===== src/rtl/muldiv_unit.sv =====
// Iterative RV32M multiply/divide: shift-add multiply, restoring divide, sign fix at the end.
// Latency: WIDTH+1 cycles from the sampled start to the done pulse, identical for every funct3.
// No backpressure: start is taken only in IDLE; busy stalls the issuing core until done.
module muldiv_unit #(
    parameter int WIDTH = 32
) (
    input  logic             clock,
    input  logic             reset,
    input  logic             start,
    input  logic [2:0]       funct3,
    input  logic [WIDTH-1:0] operand_a,
    input  logic [WIDTH-1:0] operand_b,
    output logic             busy,
    output logic             done,
    output logic [WIDTH-1:0] result
);

    localparam int CW = $clog2(WIDTH) + 1;

    localparam logic [2:0] F_MUL    = 3'b000;
    localparam logic [2:0] F_MULH   = 3'b001;
    localparam logic [2:0] F_MULHSU = 3'b010;
    localparam logic [2:0] F_MULHU  = 3'b011;
    localparam logic [2:0] F_DIV    = 3'b100;
    localparam logic [2:0] F_DIVU   = 3'b101;
    localparam logic [2:0] F_REM    = 3'b110;
    localparam logic [2:0] F_REMU   = 3'b111;

    localparam logic [WIDTH-1:0] MIN_INT = {1'b1, {(WIDTH-1){1'b0}}};
    localparam logic [WIDTH-1:0] ALL_ONE = {WIDTH{1'b1}};
    localparam logic [CW-1:0]    LAST    = CW'(WIDTH - 1);

    typedef enum logic [1:0] {
        S_IDLE   = 2'd0,
        S_RUN    = 2'd1,
        S_FINISH = 2'd2
    } state_t;

    state_t             state_q, state_d;
    logic [CW-1:0]      cnt_q, cnt_d;
    logic [2:0]         op_q, op_d;
    logic               neg_a_q, neg_a_d;
    logic               neg_b_q, neg_b_d;
    logic               div_zero_q, div_zero_d;
    logic               ovf_q, ovf_d;
    logic [WIDTH-1:0]   a_mag_q, a_mag_d;
    logic [WIDTH-1:0]   b_mag_q, b_mag_d;
    logic [WIDTH-1:0]   a_raw_q, a_raw_d;
    // Multiply: {partial product high, multiplier shifting out}.
    // Divide:   {partial remainder, dividend shifting out / quotient shifting in}.
    logic [2*WIDTH-1:0] acc_q, acc_d;
    logic [WIDTH-1:0]   result_q, result_d;

    // Operand decode for the start cycle
    logic               is_div_in;
    logic               a_signed_in, b_signed_in;
    logic               neg_a_in, neg_b_in;
    logic [WIDTH-1:0]   a_mag_in, b_mag_in;

    // One iteration of each algorithm
    logic [WIDTH-1:0]   mul_addend;
    logic [WIDTH:0]     mul_sum;
    logic [2*WIDTH-1:0] mul_next;
    logic [WIDTH:0]     div_shift;
    logic [WIDTH:0]     div_diff;
    logic [2*WIDTH-1:0] div_next;

    // Result shaping
    logic               accept;
    logic               last_iter;
    logic [2*WIDTH-1:0] fin_acc;
    logic [2*WIDTH-1:0] prod_fix;
    logic [WIDTH-1:0]   quo, rem;
    logic [WIDTH-1:0]   res_final;

    assign accept    = (state_q == S_IDLE) && start;
    assign last_iter = (state_q == S_RUN) && (cnt_q == LAST);

    // State register
    always_ff @(posedge clock) begin
        if (reset) begin
            state_q <= S_IDLE;
        end else begin
            state_q <= state_d;
        end
    end

    // Next-state logic
    always_comb begin
        state_d = state_q;
        case (state_q)
            S_IDLE:   if (start) state_d = S_RUN;
            S_RUN:    if (cnt_q == LAST) state_d = S_FINISH;
            S_FINISH: state_d = S_IDLE;
            default:  state_d = S_IDLE;
        endcase
    end

    // Outputs decoded from the state register and the result register only
    always_comb begin
        busy   = (state_q != S_IDLE);
        done   = (state_q == S_FINISH);
        result = result_q;
    end

    // Decode signedness and magnitudes of the incoming operands
    always_comb begin
        is_div_in   = funct3[2];
        a_signed_in = (funct3 == F_MULH) || (funct3 == F_MULHSU) ||
                      (funct3 == F_DIV)  || (funct3 == F_REM);
        b_signed_in = (funct3 == F_MULH) || (funct3 == F_DIV) || (funct3 == F_REM);
        neg_a_in    = a_signed_in && operand_a[WIDTH-1];
        neg_b_in    = b_signed_in && operand_b[WIDTH-1];
        a_mag_in    = neg_a_in ? -operand_a : operand_a;
        b_mag_in    = neg_b_in ? -operand_b : operand_b;
    end

    // One shift-add multiply step and one restoring divide step on the accumulator
    always_comb begin
        mul_addend = acc_q[0] ? a_mag_q : '0;
        mul_sum    = {1'b0, acc_q[2*WIDTH-1:WIDTH]} + {1'b0, mul_addend};
        mul_next   = {mul_sum, acc_q[WIDTH-1:1]};

        // Remainder < divisor, so the shifted value fits in WIDTH+1 bits and
        // the top bit of the difference is a clean borrow flag.
        div_shift  = {acc_q[2*WIDTH-1:WIDTH], acc_q[WIDTH-1]};
        div_diff   = div_shift - {1'b0, b_mag_q};
        if (!div_diff[WIDTH]) begin
            div_next = {div_diff[WIDTH-1:0], acc_q[WIDTH-2:0], 1'b1};
        end else begin
            div_next = {div_shift[WIDTH-1:0], acc_q[WIDTH-2:0], 1'b0};
        end
    end

    // Final sign fix and special-case selection, applied to the last iteration's output
    always_comb begin
        fin_acc  = op_q[2] ? div_next : mul_next;
        prod_fix = (neg_a_q ^ neg_b_q) ? -fin_acc : fin_acc;
        quo      = fin_acc[WIDTH-1:0];
        rem      = fin_acc[2*WIDTH-1:WIDTH];
        case (op_q)
            F_MUL:                      res_final = prod_fix[WIDTH-1:0];
            F_MULH, F_MULHSU, F_MULHU:  res_final = prod_fix[2*WIDTH-1:WIDTH];
            F_DIV, F_DIVU: begin
                if (div_zero_q)             res_final = ALL_ONE;
                else if (ovf_q)             res_final = MIN_INT;
                else if (neg_a_q ^ neg_b_q) res_final = -quo;
                else                        res_final = quo;
            end
            F_REM, F_REMU: begin
                if (div_zero_q)   res_final = a_raw_q;
                else if (ovf_q)   res_final = '0;
                else if (neg_a_q) res_final = -rem;
                else              res_final = rem;
            end
            default:                    res_final = '0;
        endcase
    end

    // Datapath next-state: latch on accept, iterate in RUN, capture result on the last step
    always_comb begin
        cnt_d      = cnt_q;
        op_d       = op_q;
        neg_a_d    = neg_a_q;
        neg_b_d    = neg_b_q;
        div_zero_d = div_zero_q;
        ovf_d      = ovf_q;
        a_mag_d    = a_mag_q;
        b_mag_d    = b_mag_q;
        a_raw_d    = a_raw_q;
        acc_d      = acc_q;
        result_d   = result_q;
        if (accept) begin
            cnt_d      = '0;
            op_d       = funct3;
            neg_a_d    = neg_a_in;
            neg_b_d    = neg_b_in;
            div_zero_d = is_div_in && (operand_b == '0);
            ovf_d      = ((funct3 == F_DIV) || (funct3 == F_REM)) &&
                         (operand_a == MIN_INT) && (operand_b == ALL_ONE);
            a_mag_d    = a_mag_in;
            b_mag_d    = b_mag_in;
            a_raw_d    = operand_a;
            acc_d      = is_div_in ? {{WIDTH{1'b0}}, a_mag_in} : {{WIDTH{1'b0}}, b_mag_in};
        end else if (state_q == S_RUN) begin
            cnt_d = cnt_q + 1'b1;
            acc_d = fin_acc;
            // Registering here makes result valid in the FINISH cycle itself.
            if (last_iter) begin
                result_d = res_final;
            end
        end else if (state_q == S_FINISH) begin
            cnt_d = '0;
        end
    end

    // Datapath registers
    always_ff @(posedge clock) begin
        if (reset) begin
            cnt_q      <= '0;
            op_q       <= '0;
            neg_a_q    <= 1'b0;
            neg_b_q    <= 1'b0;
            div_zero_q <= 1'b0;
            ovf_q      <= 1'b0;
            a_mag_q    <= '0;
            b_mag_q    <= '0;
            a_raw_q    <= '0;
            acc_q      <= '0;
            result_q   <= '0;
        end else begin
            cnt_q      <= cnt_d;
            op_q       <= op_d;
            neg_a_q    <= neg_a_d;
            neg_b_q    <= neg_b_d;
            div_zero_q <= div_zero_d;
            ovf_q      <= ovf_d;
            a_mag_q    <= a_mag_d;
            b_mag_q    <= b_mag_d;
            a_raw_q    <= a_raw_d;
            acc_q      <= acc_d;
            result_q   <= result_d;
        end
    end

endmodule


===== config.mk =====
export PLATFORM = sky130hd
export DESIGN_NAME = muldiv_unit
export DESIGN_NICKNAME = d
export VERILOG_FILES = /design/src/rtl/muldiv_unit.sv
export SDC_FILE = /design/constraint.sdc
export NUM_CORES = 1
export LEC_CHECK = 0
export CORE_MARGIN = 5
export CORE_UTILIZATION = 55
export CTS_CLUSTER_SIZE = 8
export DETAILED_ROUTE_END_ITERATION = 12
export HOLD_SLACK_MARGIN = 0.02
export PLACE_DENSITY = 0.74
export SLEW_MARGIN = 10
export SYNTH_ARGS = -nofsm -noshare
export SYNTH_HDL_FRONTEND = slang
export SYNTH_SLANG_ARGS = --single-unit

===== constraint.sdc =====
create_clock -name clock -period 7 [get_ports clock]
set_clock_uncertainty 0.2 [all_clocks]
set_input_delay 0.7 -clock clock [delete_from_list [all_inputs] [get_ports clock]]
set_output_delay 0.7 -clock clock [all_outputs]
set_load 0.02 [all_outputs]

==> results.sh <==
export IMPL_crit_required_ps=7330
export IMPL_layout_drive_gt1_share_pct=5.297
export IMPL_crit_path_max_fanout=27
export IMPL_period_share_pct=93.80
export IMPL_synth_seq_cells=206
export IMPL_start_util_pct=55.31
export IMPL_drt_wl_total_mm=77.72
export IMPL_place_gp_congestion=1.080
export IMPL_drt_iter0_drc=2997
export IMPL_grt_usage_pct=41.12
export IMPL_rsz0062_at_grt="no"
export IMPL_status="finished, final reports clean"
export IMPL_synthCells=2485
export IMPL_min_period_ps=6566
export IMPL_ios=104
export IMPL_multi_input_area_sq_um=12900
export IMPL_row_count=66
export IMPL_antenna_found_initial=1
export IMPL_p_per_area_nw_per_um2=240.3
export IMPL_crit_type="reg2reg"
export IMPL_clk_pin_slew_worst_paths_ps=60
export IMPL_hold_slack_ps=253.2
export IMPL_final_hold_violation_count=0
export IMPL_finalSetupTns_ps=0
export IMPL_crit_arrival_ps=6890
export IMPL_r2r_cells=19
export IMPL_reg2reg_slack_ps=430
export IMPL_async_flop_share_pct=0
export IMPL_clk_latency_ps=580
export IMPL_die_w_microns=190.4
export IMPL_synth_nets=2631
export IMPL_via_count=20150
export IMPL_max_freq_ghz=0.1523
export IMPL_die_h_microns=190.4
export IMPL_diodes=0
export IMPL_timing_rr_start="acc_q[31]"
export IMPL_wl_per_cell_microns=26.32
export IMPL_cts_root_buf="clkbuf_16"
export IMPL_fin_cells=2953
export IMPL_dpl_cell_count=2914
export IMPL_synth_distinct_cells=101
export IMPL_port_buffers=103
export IMPL_ir_drop_v=0.0002080
export IMPL_layout_nets=2650
export IMPL_r2r_end="result[20]"
export IMPL_grt_pass1_wl_mm=115.2
export IMPL_cts_resized=0
export IMPL_seq_area_sq_um=4128
export IMPL_yosysSeqAreaShare_pct=23.03
export IMPL_final_max_slew_viol_count=0
export IMPL_p_leak_uw=0.007485
export IMPL_synth_edff_count=0
export IMPL_grt_pass1_vias=18550
export IMPL_viasPerCell=6.823
export IMPL_hold_path_cell_count=2
export IMPL_grt_max_degree=100
export IMPL_cp_end_kind="flop"
export IMPL_syn_area_sq_um=17910
export IMPL_min_from="result[15]"
export IMPL_die_area_sq_um=36270
export IMPL_fillers=2958
export IMPL_drtPass1Iterations=6
export IMPL_synth_ff_type="dfxtp_1"
export IMPL_cts_setup_buffers=0
export IMPL_cts_hold_buffers=0
export IMPL_core_area_sq_um=32370
export IMPL_relSlewSlack_pct=24.61
export IMPL_grt_overflow_total=0
export IMPL_htree_levels=1
export IMPL_dp_hpwl_mm=60.12
export IMPL_worst_pin_slew_ps=1122
export IMPL_drc_errors=0
export IMPL_clockBufferDepth=3
export IMPL_hold_path_class="reg2reg"
export IMPL_cts_made_buffers=30
export IMPL_ant_nets=0
export IMPL_setup_viol=0
export IMPL_hold_path_endpoint="result[15]"
export IMPL_worstSetupStartpointType="flop"
export IMPL_area_growth_syn_to_layout_pct=11.98
export IMPL_maxCapViolCount=0
export IMPL_synth_warning_count=0
export IMPL_clock_sinks=206
export IMPL_cts_tree="done"
export IMPL_synth_area_per_cell_sq_um=7.206
==> power breakdown <==
group	leakage (uW)	switching (uW)	internal, uW
Clock	0.000409	559	794
Sequential	0.00169	101	1270
Combinational	0.00539	1420	672
==> sequential cells by signal, indices dropped and copies added (netlist names) <==
signal / count
div_zero_q: 1
b_mag_q: 32
a_raw_q: 31
op_q: 3
state_q: 2
cnt_q: 6
ovf_q: 1
neg_a_q: 1
acc_q: 64
result: 32
a_mag_q: 32
neg_b_q: 1
==> synth_stat cells (all sizes together), types with 7 or more instances <==
cell type | n | share of area (%)
xnor2 | 87 | 4.3
nor2 | 265 | 5.6
o21bai | 7 | 0.29
nor4 | 27 | 0.98
o21a | 17 | 0.71
a21o | 22 | 0.92
inv | 76 | 1.6
buf | 33 | 0.96
and3 | 9 | 0.31
a221o | 8 | 0.45
clkbuf | 125 | 2.6
o41ai | 12 | 0.59
ha | 74 | 5.2
or3 | 23 | 0.80
and2 | 51 | 1.8
a311oi | 8 | 0.39
nand4 | 24 | 0.84
a211o | 7 | 0.34
mux2i | 80 | 4.5
nor3 | 50 | 1.5
o31ai | 27 | 1.1
a221oi | 16 | 0.82
o211ai | 87 | 3.6
dfxtp | 206 | 23
o21ai | 135 | 3.8
or2 | 14 | 0.49
or4 | 14 | 0.61
nor2b | 11 | 0.38
nand3 | 52 | 1.5
a31oi | 29 | 1.0
o22ai | 9 | 0.31
xor2 | 91 | 4.5
a21oi | 233 | 6.5
o221ai | 8 | 0.39
nand2 | 322 | 6.8
a211oi | 98 | 4.2
a41oi | 8 | 0.39
nand2b | 23 | 0.80
==> metal layers <==
layer | part of all wire, % | track usage [%]
met1 | 40 | 55.12
met2 | 41 | 60.61
met3 | 12 | 11.57
met4 | 6.3 | 20.52
met5 | 0 | 0
==> worst max-delay path by stage <==
stage / start / to / slack [ps] / cells past startpoint
4_1_cts: acc_q[31] / result[20] / 590 / 19
6_report: acc_q[31] / result[20] / 430 / 19
3_5_place_dp: acc_q[31] / result[20] / 620 / 19
3_3_place_gp: acc_q[31] / result[20] / 820 / 19
2_1_floorplan: acc_q[31] / result[20] / 1090 / 24
5_1_grt: acc_q[31] / result[20] / 70 / 19
==> critical path, cell delays in order, from the launching register on <==
cell and delay, ps:
dfxtp_1 430, inv_1 70, ha_1 200, fa_1 400
nand2b_1 200, a21oi_2 280, o2111ai_2 210, a2111o_1 490
a211oi_4 290, buf_4 370, a21oi_1 120, mux2i_1 500
ha_1 310, inv_1 100, nor4_1 780, nand4_1 320
or3b_1 470, a211o_1 280, a2111oi_1 330, a31o_1 140
==> layout by cell type, fill, tap and decap left out, types with 49 or more instances in the layout <==
| cell | netlist | final |
|---|---|---|
| nand2_1 | 320 | 318 |
| nor2_1 | 264 | 263 |
| a21oi_1 | 232 | 232 |
| dfxtp_1 | 206 | 205 |
| o21ai_0 | 131 | 131 |
| clkdlybuf4s50_1 | 0 | 101 |
| a211oi_1 | 95 | 95 |
| xor2_1 | 91 | 90 |
| o211ai_1 | 87 | 87 |
| xnor2_1 | 87 | 86 |
| mux2i_1 | 80 | 80 |
| inv_1 | 75 | 75 |
| ha_1 | 74 | 73 |
| nand3_1 | 51 | 51 |
| and2_1 | 50 | 49 |
==> cells by family (layout without fill, tap and decap cells) <==
logic type | after synthesis | in the layout | synth area share (%)
buf+inv | 235 | 261 | 5.192
fa+ha+maj | 76 | 76 | 5.394
mux | 85 | 85 | 4.807
flops | 206 | 206 | 23.03
compound gates | 791 | 791 | 29.09
xor+xnor | 178 | 178 | 8.707
simple gates | 914 | 914 | 23.78
==> stage by stage <==
stage,setup slack (ps),area [sq um],power [uW],utilization (%)
6_report,433.7,20050,4818,61.94
3_5_place_dp,624.3,19210,3381,59.34
4_1_cts,591.4,20050,4719,61.94
2_1_floorplan,1094,17910,2712,-
3_3_place_gp,817.1,19210,3362,59.34
5_1_grt,74.81,20050,4980,61.94
==> area by class of cell <==
type,instances,area share [%]
Clock buffer,38,4.044
Tap cell,442,2.758
Sequential cell,206,20.59
Clock inverter,1,0.1498
Timing Repair Buffer,145,6.677
Inverter,77,1.441
Multi-Input combinational cell,2044,64.34
Note: power is estimated with default switching activity, not from simulation.
